<file path="src/rtl/display_bus_reader.sv">
// Monitor for the multiplexed 7-segment display bus: samples anode/segment lines,
// decodes each settled glyph back to BCD and rebuilds the 16-bit displayed value.
//
// state   | meaning
// --------+-------------------------------------------------------------
// COLLECT | waiting for all four digit slots to be captured
// CONVERT | four multiply-by-ten/add steps over the snapshot, thousands first
// DONE    | one cycle after the result is published, then back to COLLECT
module display_bus_reader #(
    parameter int SETTLE_CYCLES = 4,
    parameter int CNT_W         = 8
) (
    input  logic        clk,
    input  logic        rst_n,
    input  logic [3:0]  an,
    input  logic [6:0]  seg_in,
    output logic [15:0] num_out,
    output logic        num_valid,
    output logic        glyph_err,
    output logic        disp_on
);

    typedef enum logic [1:0] {
        COLLECT,
        CONVERT,
        DONE
    } state_t;

    localparam logic [CNT_W-1:0] SETTLE  = CNT_W'(SETTLE_CYCLES);
    localparam logic [CNT_W-1:0] CNT_ONE = CNT_W'(1);

    logic [3:0]       an_q;
    logic [6:0]       seg_q;
    logic [3:0]       an_p;
    logic [6:0]       seg_p;
    logic [CNT_W-1:0] cnt;
    logic [CNT_W-1:0] cnt_next;
    logic             change;
    logic             accept;

    logic [3:0]       captured;
    logic [3:0]       captured_next;
    logic [3:0]       err_r;
    logic [3:0]       err_next;
    logic [3:0]       digit_r [4];

    logic             one_low;
    logic             all_high;
    logic [1:0]       slot;
    logic [4:0]       dec;

    state_t           state;
    logic [1:0]       step;
    logic [13:0]      acc;
    logic [13:0]      acc_next;
    logic [3:0]       cur_digit;
    logic [3:0]       snap_digit [4];
    logic [3:0]       snap_err;
    logic             frame_take;

    // Returns {err, digit}; blank decodes to a clean zero.
    function automatic logic [4:0] decode_glyph(input logic [6:0] s);
        logic [4:0] r;
        case (s)
            7'b1000000: r = {1'b0, 4'd0};
            7'b1111001: r = {1'b0, 4'd1};
            7'b0100100: r = {1'b0, 4'd2};
            7'b0110000: r = {1'b0, 4'd3};
            7'b0011001: r = {1'b0, 4'd4};
            7'b0010010: r = {1'b0, 4'd5};
            7'b0000010: r = {1'b0, 4'd6};
            7'b1111000: r = {1'b0, 4'd7};
            7'b0000000: r = {1'b0, 4'd8};
            7'b0010000: r = {1'b0, 4'd9};
            7'b1111111: r = {1'b0, 4'd0};
            default:    r = {1'b1, 4'd0};
        endcase
        return r;
    endfunction

    assign change = (an_q != an_p) || (seg_q != seg_p);

    always_comb begin
        if (change) begin
            cnt_next = CNT_ONE;
        end else if (cnt == {CNT_W{1'b1}}) begin
            cnt_next = cnt;
        end else begin
            cnt_next = cnt + CNT_ONE;
        end
    end

    // Fires once per dwell: the guard stops a counter parked at SETTLE re-firing.
    assign accept = (cnt_next == SETTLE) && (change || (cnt != SETTLE));

    always_comb begin
        one_low = 1'b0;
        slot    = 2'd0;
        case (an_q)
            4'b1110: begin one_low = 1'b1; slot = 2'd0; end
            4'b1101: begin one_low = 1'b1; slot = 2'd1; end
            4'b1011: begin one_low = 1'b1; slot = 2'd2; end
            4'b0111: begin one_low = 1'b1; slot = 2'd3; end
            default: ;
        endcase
    end

    assign all_high   = (an_q == 4'b1111);
    assign dec        = decode_glyph(seg_q);
    assign frame_take = (state == COLLECT) && (captured == 4'hF);

    // New captures land in the flags even on the cycle the FSM takes a frame.
    always_comb begin
        captured_next = captured;
        err_next      = err_r;
        if (frame_take) begin
            captured_next = 4'h0;
        end
        if (accept && all_high) begin
            captured_next = 4'h0;
            err_next      = 4'h0;
        end
        if (accept && one_low) begin
            captured_next[slot] = 1'b1;
            err_next[slot]      = dec[4];
        end
    end

    always_ff @(posedge clk or negedge rst_n) begin
        if (!rst_n) begin
            an_q     <= 4'h0;
            seg_q    <= 7'h00;
            an_p     <= 4'h0;
            seg_p    <= 7'h00;
            cnt      <= '0;
            captured <= 4'h0;
            err_r    <= 4'h0;
            disp_on  <= 1'b0;
            for (int i = 0; i < 4; i++) begin
                digit_r[i] <= 4'd0;
            end
        end else begin
            an_q     <= an;
            seg_q    <= seg_in;
            an_p     <= an_q;
            seg_p    <= seg_q;
            cnt      <= cnt_next;
            captured <= captured_next;
            err_r    <= err_next;
            if (accept) begin
                disp_on <= !all_high;
            end
            if (accept && one_low) begin
                digit_r[slot] <= dec[3:0];
            end
        end
    end

    assign cur_digit = snap_digit[2'd3 - step];
    assign acc_next  = (acc << 3) + (acc << 1) + {10'd0, cur_digit};

    // The result is published on the last CONVERT edge so DONE is the pulse cycle.
    always_ff @(posedge clk or negedge rst_n) begin
        if (!rst_n) begin
            state     <= COLLECT;
            step      <= 2'd0;
            acc       <= 14'd0;
            snap_err  <= 4'h0;
            num_out   <= 16'd0;
            num_valid <= 1'b0;
            glyph_err <= 1'b0;
            for (int i = 0; i < 4; i++) begin
                snap_digit[i] <= 4'd0;
            end
        end else begin
            num_valid <= 1'b0;
            case (state)
                COLLECT: begin
                    if (frame_take) begin
                        for (int i = 0; i < 4; i++) begin
                            snap_digit[i] <= digit_r[i];
                        end
                        snap_err <= err_r;
                        acc      <= 14'd0;
                        step     <= 2'd0;
                        state    <= CONVERT;
                    end
                end
                CONVERT: begin
                    acc  <= acc_next;
                    step <= step + 2'd1;
                    if (step == 2'd3) begin
                        num_out   <= {2'b00, acc_next};
                        glyph_err <= |snap_err;
                        num_valid <= 1'b1;
                        state     <= DONE;
                    end
                end
                DONE: begin
                    state <= COLLECT;
                end
                default: begin
                    state <= COLLECT;
                end
            endcase
        end
    end

endmodule

</file>
<file path="config.mk">
export PLATFORM = sky130hd
export DESIGN_NAME = display_bus_reader
export DESIGN_NICKNAME = d
export VERILOG_FILES = /design/src/rtl/display_bus_reader.sv
export SDC_FILE = /design/constraint.sdc
export NUM_CORES = 1
export LEC_CHECK = 0
export CORE_ASPECT_RATIO = 2
export CORE_MARGIN = 2
export CORE_UTILIZATION = 57
export DETAILED_ROUTE_END_ITERATION = 10
export PLACE_DENSITY = 0.86
export SYNTH_ARGS = -nofsm -noshare
export SYNTH_HDL_FRONTEND = slang
export SYNTH_SLANG_ARGS = --single-unit
export TNS_END_PERCENT = 10
</file>
<file path="constraint.sdc">
create_clock -name clk -period 3.59 [get_ports clk]
set_input_delay 1.077 -clock clk [delete_from_list [all_inputs] [get_ports clk]]
set_output_delay 1.077 -clock clk [all_outputs]
set_load 0.01 [all_outputs]
</file>
==> results of run 1 <==
[flip-flops by register name (all words and copies together) (netlist names)]
name and flops:
state 2, err_r 4, seg_p 7, snap_digit 16, num_valid 1, glyph_err 1, cnt 8, an_p 4
seg_q 7, step 2, digit_r 16, snap_err 4, acc 13, disp_on 1, an_q 4, num_out 14
captured 4
[layout make-up]
type	count	area share [%]
Clock buffer	11	3.99
Clock inverter	2	0.617
Inverter	16	0.987
Multi-Input combinational cell	360	42.1
Sequential cell	108	44.4
Tap cell	104	2.14
Timing Repair Buffer	35	5.68
[cell families after synthesis]
group,count (synthesis)
xor gates and xnor gates,23
buffers and inverters,42
other,1
DFF,108
adders and majority gates,27
and+or+nand+nor,193
muxes,29
AOI/OAI and AO/OA,86
[power by group through the flow]
stage	clock (µW)	sequential [µW]	combinational (µW)
2_1_floorplan	0	1260	39.8
3_3_place_gp	0	1270	68.0
3_5_place_dp	0	1270	71.1
4_1_cts	969	1250	71.5
5_1_grt	1020	1250	79.8
6_report	949	1250	69.6
[metal layers]
metal / routed length, µm / part of all wire, % / up-vias
met2: 6550 / 58 / 94
met3: 318 / 2.8 / 38
met1: 3890 / 34 / 1931
met4: 580 / 5.1 / 0
li1: - / - / 1814
met5: 0 / 0 / -
[stage by stage]
step                setup WS [ns]  std cells  util (%)  power [µW]  hold WS (ns)
floorplan                   0.404        510         -        1300         0.349
global placement            0.335        623      62.2        1340         0.449
detailed placement          0.219        623      62.2        1340         0.455
CTS                         0.200        636      65.2        2290         0.466
global route               0.0966        636      65.3        2350         0.499
finish                      0.379        636      65.3        2270         0.464
[worst max-delay path, cell delays in order, from the launching register on]
cell	delay (ns)
sky130_fd_sc_hd__dfrtp_2	0.46
sky130_fd_sc_hd__mux4_2	0.52
sky130_fd_sc_hd__inv_1	0.09
sky130_fd_sc_hd__fa_1	0.45
sky130_fd_sc_hd__fa_1	0.48
sky130_fd_sc_hd__nor2b_1	0.17
sky130_fd_sc_hd__o31a_1	0.18
sky130_fd_sc_hd__o31a_1	0.20
sky130_fd_sc_hd__o211ai_1	0.20
sky130_fd_sc_hd__a211o_1	0.32
sky130_fd_sc_hd__nand3_1	0.06
[cells in the final DEF, fill, tap and decap left out, types with 7 or more instances in the layout]
cell,count
sky130_fd_sc_hd__nor3_1,10
sky130_fd_sc_hd__dfrtp_1,107
sky130_fd_sc_hd__ha_1,25
sky130_fd_sc_hd__nand2_1,86
sky130_fd_sc_hd__inv_1,16
sky130_fd_sc_hd__mux2_4,12
sky130_fd_sc_hd__a21oi_1,15
sky130_fd_sc_hd__mux2_2,9
sky130_fd_sc_hd__nor2_1,26
sky130_fd_sc_hd__nand3b_1,7
sky130_fd_sc_hd__xor2_1,18
sky130_fd_sc_hd__clkbuf_16,9
sky130_fd_sc_hd__nand3_1,19
sky130_fd_sc_hd__clkdlybuf4s50_1,28
sky130_fd_sc_hd__o21ai_0,30
[worst max-delay path by stage]
stage | cells past startpoint | from | slack [ns] | endpoint
2_1_floorplan | 12 | step[0] | 0.40 | acc[11]
3_3_place_gp | 11 | step[0] | 0.33 | acc[11]
3_5_place_dp | 11 | step[0] | 0.22 | acc[11]
4_1_cts | 11 | step[0] | 0.20 | acc[11]
5_1_grt | 11 | step[0] | 0.1 | acc[11]
6_report | 10 | step[0] | 0.38 | num_out[12]
==> results.yml, run 1 <==
worst_hold_path:
  hold_path.class: "flop to flop"
  worstHoldEndpoint: "snap_err[0]"
  worstHoldStart: "err_r[0]"
  hold_path_depth: 2
layout:
  finish.net_count: 570
  area.growth.synth_to_final_pct: 11.4
  multi_input_comb_area_mm2: 0.00256
  area.sequential_mm2: 0.00270
  diodes: 0
  num-fill-cells: 696
  finalInstanceArea_mm2: 0.00608
  layout-drive-gt1-share_pct: 13.2
sta:
  finalCritPeriodShare_pct: 89.5
  final_max_slew_viol_count: 0
  finalClockSkew_ns: 0.00475
  final_total_negative_setup_slack_ns: 0
  fmaxAchievable_mhz: 311
  post-route-min-period_ns: 3.21
  timing.max_slew.rel_slack_pct: 41.6
  rsz_0062_raised_after_global_routing: "no"
  hold_viol_final: 0
  setup-violations-final: 0
  worst_pin_slew_ns: 0.876
place:
  number_of_port_buffers: 29
  post_dp_cell_area_mm2: 0.00580
  detailedPlacementHpwl_um: 8440
  routability_congestion: 0.902
grt:
  first_global_vias: 4068
  global_route.overflow_total: 0
  grt_use_met3_pct: 4.11
  groute.layer.met2.usage_pct: 44.3
  global_route.usage.met1_pct: 24.2
  antenna_found_initial: 0
  global_route_wire_length_before_repair_um: 19100
  grt_overall_usage_pct: 24.0
  grt_start_max_net_pins: 51
  top_usage_layer: "met2"
clock_network:
  post_cts_resize_count: 0
  cts_hold_buf: 0
  clk-insertion-delay-late_ns: 0.34
  root_buffer: "sky130_fd_sc_hd__clkbuf_16"
  cts_made_buffers: 9
  worst_setup_hold_path_clk_slew_ns: 0.07
  clock_tree.buffer_depth: 2
  cts_tree: "yes"
  post_cts_buffers: 0
  htree_levels: 3
  clock_sink_count: 108
flow_run:
  cap_viol_max_count: 0
setup_path:
  crit_type: "flop to flop"
  r2r_end: "num_out[12]"
  flop2flop_setup_slack_ns: 0.38
  reg_to_reg_start: "step[0]"
  worst-path-max-fanout: 7
  critical_path.startpoint_type: "flop"
  worstPathArrival_ns: 3.49
  required_ns: 3.87
  worst-r2r-cell-count: 10
  cp-end-kind: "flop"
die:
  initial_core_util_pct: 58.6
  design.portCount: 32
  die_height_um: 142
  core_area_mm2: 0.00932
  num_rows: 50
  die-area_mm2: 0.0104
  die_w_um: 73.2
power_and_ir_drop:
  p_sw_uw: 461
  vdd.ir_drop.worst_mv: 0.319
  leakagePower_uw: 0.00284
  cellPowerDensity_mw_per_mm2: 373
  clockPowerShare_pct: 41.8
  power_report.internal_total_uw: 1810
  comb_power_share_pct: 3.1
  seqPwrFrac_pct: 55.1
  switching_power_as_a_share_of_total_power_pct: 20.4
drt:
  detailedRoute.firstIterationViolations: 226
  via_count: 3877
  final_antenna_net_count: 0
  first_pass_iters: 4
  wirelength_um: 11300
  detail_route.drc_violations: 0
  via_per_inst: 6.10
  drt-wirelength-per-cell_um: 17.8
synthesis:
  yosys.area_share.simple_pct: 18.4
  synth_compound_area_share_pct: 10.5
  synthesis.area_mm2: 0.00546
  syn_inst: 509
  synth_cell_type_count: 62
  synth.mux.area_fraction_pct: 7.54
  synth_fa_ha_area_share_pct: 6.46
  main_combinational_cell_family_by_area_after_synthesis: "simple AND/OR/NAND/NOR gates"
  avgSynthCellArea_um2: 10.7
  yosys_warnings: 0
  yosysMostFrequentCell: "sky130_fd_sc_hd__dfrtp_1"
  post-synth-top-area-cell: "sky130_fd_sc_hd__dfrtp_1"
  postSynth.asyncResetShare_pct: 100
  post_synth_xor_area_fraction_pct: 3.69
  post_synth_top_cells: "108 x sky130_fd_sc_hd__dfrtp_1, 86 x sky130_fd_sc_hd__nand2_1, 30 x sky130_fd_sc_hd__o21ai_0, 26 x sky130_fd_sc_hd__nor2_1, 25 x sky130_fd_sc_hd__ha_1"
  postSynthRegisterBits: 108
  synth.top_cell.area_share_pct: 49.5
  yosysSeqAreaShare_pct: 49.5
  synth_top_flop_cell: "sky130_fd_sc_hd__dfrtp_1"
  synth_edf_count: 0
  netlist_top_cells_area: "sky130_fd_sc_hd__dfrtp_1 49%, sky130_fd_sc_hd__nand2_1 5.9%, sky130_fd_sc_hd__ha_1 5.7%, sky130_fd_sc_hd__mux2_4 3.3%, sky130_fd_sc_hd__xor2_1 2.9%"
status:
  status: "finished, final reports clean"
Power figures use the tool's default switching activity.
==> inputs of run 2 (changes only) <==
--- a/config.mk
+++ b/config.mk
@@ -8,6 +8,7 @@
 export CORE_ASPECT_RATIO = 2
 export CORE_MARGIN = 2
 export CORE_UTILIZATION = 57
+export CTS_BUF_LIST = sky130_fd_sc_hd__clkbuf_8
 export DETAILED_ROUTE_END_ITERATION = 10
 export PLACE_DENSITY = 0.86
 export SYNTH_ARGS = -nofsm -noshare
==> run 2 against run 1 <==
Register-to-register slack got worse by 0.04 ns. Sequential cell count is the same. Sequential power hardly changed. Largest cell class unchanged. Largest power group unchanged.
==> results.yml, run 2 (synthesis results as in run 1) <==
setup_path:
  worst-r2r-cell-count: 11
  r2r_end: "acc[11]"
  reg_to_reg_start: "step[0]"
  worstPathArrival_ns: 3.47
  required_ns: 3.81
  critical_path.startpoint_type: "flop"
  flop2flop_setup_slack_ns: 0.34
  cp-end-kind: "flop"
  worst-path-max-fanout: 7
  crit_type: "flop to flop"
clock_network:
  cts_made_buffers: 9
  cts_tree: "yes"
  worst_setup_hold_path_clk_slew_ns: 0.09
  root_buffer: "sky130_fd_sc_hd__clkbuf_8"
  clock_sink_count: 108
  clock_tree.buffer_depth: 2
  htree_levels: 3
  clk-insertion-delay-late_ns: 0.37
  post_cts_buffers: 0
layout:
  num-fill-cells: 721
  layout_commonest_cell: "sky130_fd_sc_hd__dfrtp_1"
  layout_common_cells: "107 x sky130_fd_sc_hd__dfrtp_1, 86 x sky130_fd_sc_hd__nand2_1, 30 x sky130_fd_sc_hd__o21ai_0"
  finish.net_count: 570
  finalInstanceArea_mm2: 0.00598
  layout-drive-gt1-share_pct: 13.2
  diodes: 0
  post-route-util_pct: 64.2
  largestRegisters: "digit_r: 16 flops, snap_digit: 16 flops, num_out: 14 flops"
  area.growth.synth_to_final_pct: 9.53
die:
  core_area_mm2: 0.00932
  design.portCount: 32
  die_w_um: 73.2
  die-area_mm2: 0.0104
  die_height_um: 142
  initial_core_util_pct: 58.6
  num_rows: 50
sta:
  fin_worst_hold_slack_ns: 0.468
  setup-violations-final: 0
  final_total_negative_setup_slack_ns: 0
  post-route-min-period_ns: 3.25
  timing.max_slew.rel_slack_pct: 40.5
  worst_pin_slew_ns: 0.893
  rsz_0062_raised_after_global_routing: "no"
  final_max_slew_viol_count: 0
  fmaxAchievable_mhz: 308
  hold_viol_final: 0
  finalClockSkew_ns: 0.00757
  final_critical_path_setup_slack_ns: 0.340
  finalCritPeriodShare_pct: 90.5
place:
  detailedPlacementHpwl_um: 8440
  post_dp_cell_area_mm2: 0.00580
  place_worst_setup_slack_ns: 0.219
  routability_congestion: 0.902
  number_of_port_buffers: 29
grt:
  global_route_wire_length_before_repair_um: 18900
  antenna_found_initial: 0
  top_usage_layer: "met2"
  grt_overall_usage_pct: 23.6
  global_route.usage.met1_pct: 23.9
  global_route.overflow_total: 0
  grt_use_met3_pct: 3.61
  first_global_vias: 4085
  grt_start_max_net_pins: 51
  groute.layer.met2.usage_pct: 44.5
power_and_ir_drop:
  leakagePower_uw: 0.00280
  vdd.ir_drop.worst_mv: 0.289
  cellPowerDensity_mw_per_mm2: 337
drt:
  first_pass_iters: 4
  via_count: 3821
  drt-wirelength-per-cell_um: 17.7
  detail_route.drc_violations: 0
  via_per_inst: 6.01
  detailedRoute.firstIterationViolations: 231
  final_antenna_net_count: 0
  wirelength_um: 11300
worst_hold_path:
  worstHoldEndpoint: "snap_err[0]"
  worstHoldStart: "err_r[0]"
  hold_path_depth: 2
  hold_path.class: "flop to flop"
status:
  status: "finished, final reports clean"
flow_run:
  cap_viol_max_count: 0
run 2: cell count changes in the layout (fill, tap and decap cells not counted), sizes merged:
cell	change
clkbuf	-1
inv	+1
run 2: area by class of cell:
type                            instances  area, µm²  area share [%]
Clock buffer                           10        138            2.30
Inverter                               16       60.1            1.00
Multi-Input combinational cell        360       2560            42.9
Tap cell                              104        130            2.18
Timing Repair Buffer                   35        345            5.77
Clock inverter                          3       41.3           0.690
Sequential cell                       108       2700            45.2
run 2: where the power goes:
part | switching, µW | internal [µW]
Clock | 373 | 328
Combinational | 40.9 | 28.2
Sequential | 19.7 | 1230
Total | 434 | 1580
run 2: worst max-delay path by stage:
stage | startpoint | end | slack (ns) | cells after the start
6_report | step[0] | acc[11] | 0.34 | 11
5_1_grt | step[0] | acc[11] | 0.09 | 11
4_1_cts | step[0] | acc[11] | 0.20 | 11
3_5_place_dp | step[0] | acc[11] | 0.22 | 11
3_3_place_gp | step[0] | acc[11] | 0.33 | 11
2_1_floorplan | step[0] | acc[11] | 0.40 | 12
run 2: stage by stage:
stage	total power (µW)	std cells
2_1_floorplan	1300	510
5_1_grt	2100	636
3_3_place_gp	1340	623
6_report	2020	636
3_5_place_dp	1340	623
4_1_cts	2040	636
run 2: worst max-delay path: stages (launching register included):
cell and delay (ns):
sky130_fd_sc_hd__dfrtp_2 0.47, sky130_fd_sc_hd__mux4_2 0.52, sky130_fd_sc_hd__inv_1 0.09, sky130_fd_sc_hd__fa_1 0.46, sky130_fd_sc_hd__inv_1 0.09, sky130_fd_sc_hd__ha_1 0.24, sky130_fd_sc_hd__a211o_1 0.30, sky130_fd_sc_hd__a211oi_2 0.30
sky130_fd_sc_hd__o21ai_0 0.17, sky130_fd_sc_hd__a21oi_1 0.19, sky130_fd_sc_hd__xor2_1 0.19, sky130_fd_sc_hd__o21ai_0 0.09
run 2: what timing repair did:
action,CTS,global route
gates resized for setup,0,2
hold buffers,0,0
setup endpoints to repair,0,5
run 2: routing by layer:
metal | routed length [µm] | up-vias
met3 | 283 | 33
met1 | 3980 | 1904
met4 | 499 | 0
met5 | 0 | -
met2 | 6510 | 83
li1 | - | 1801
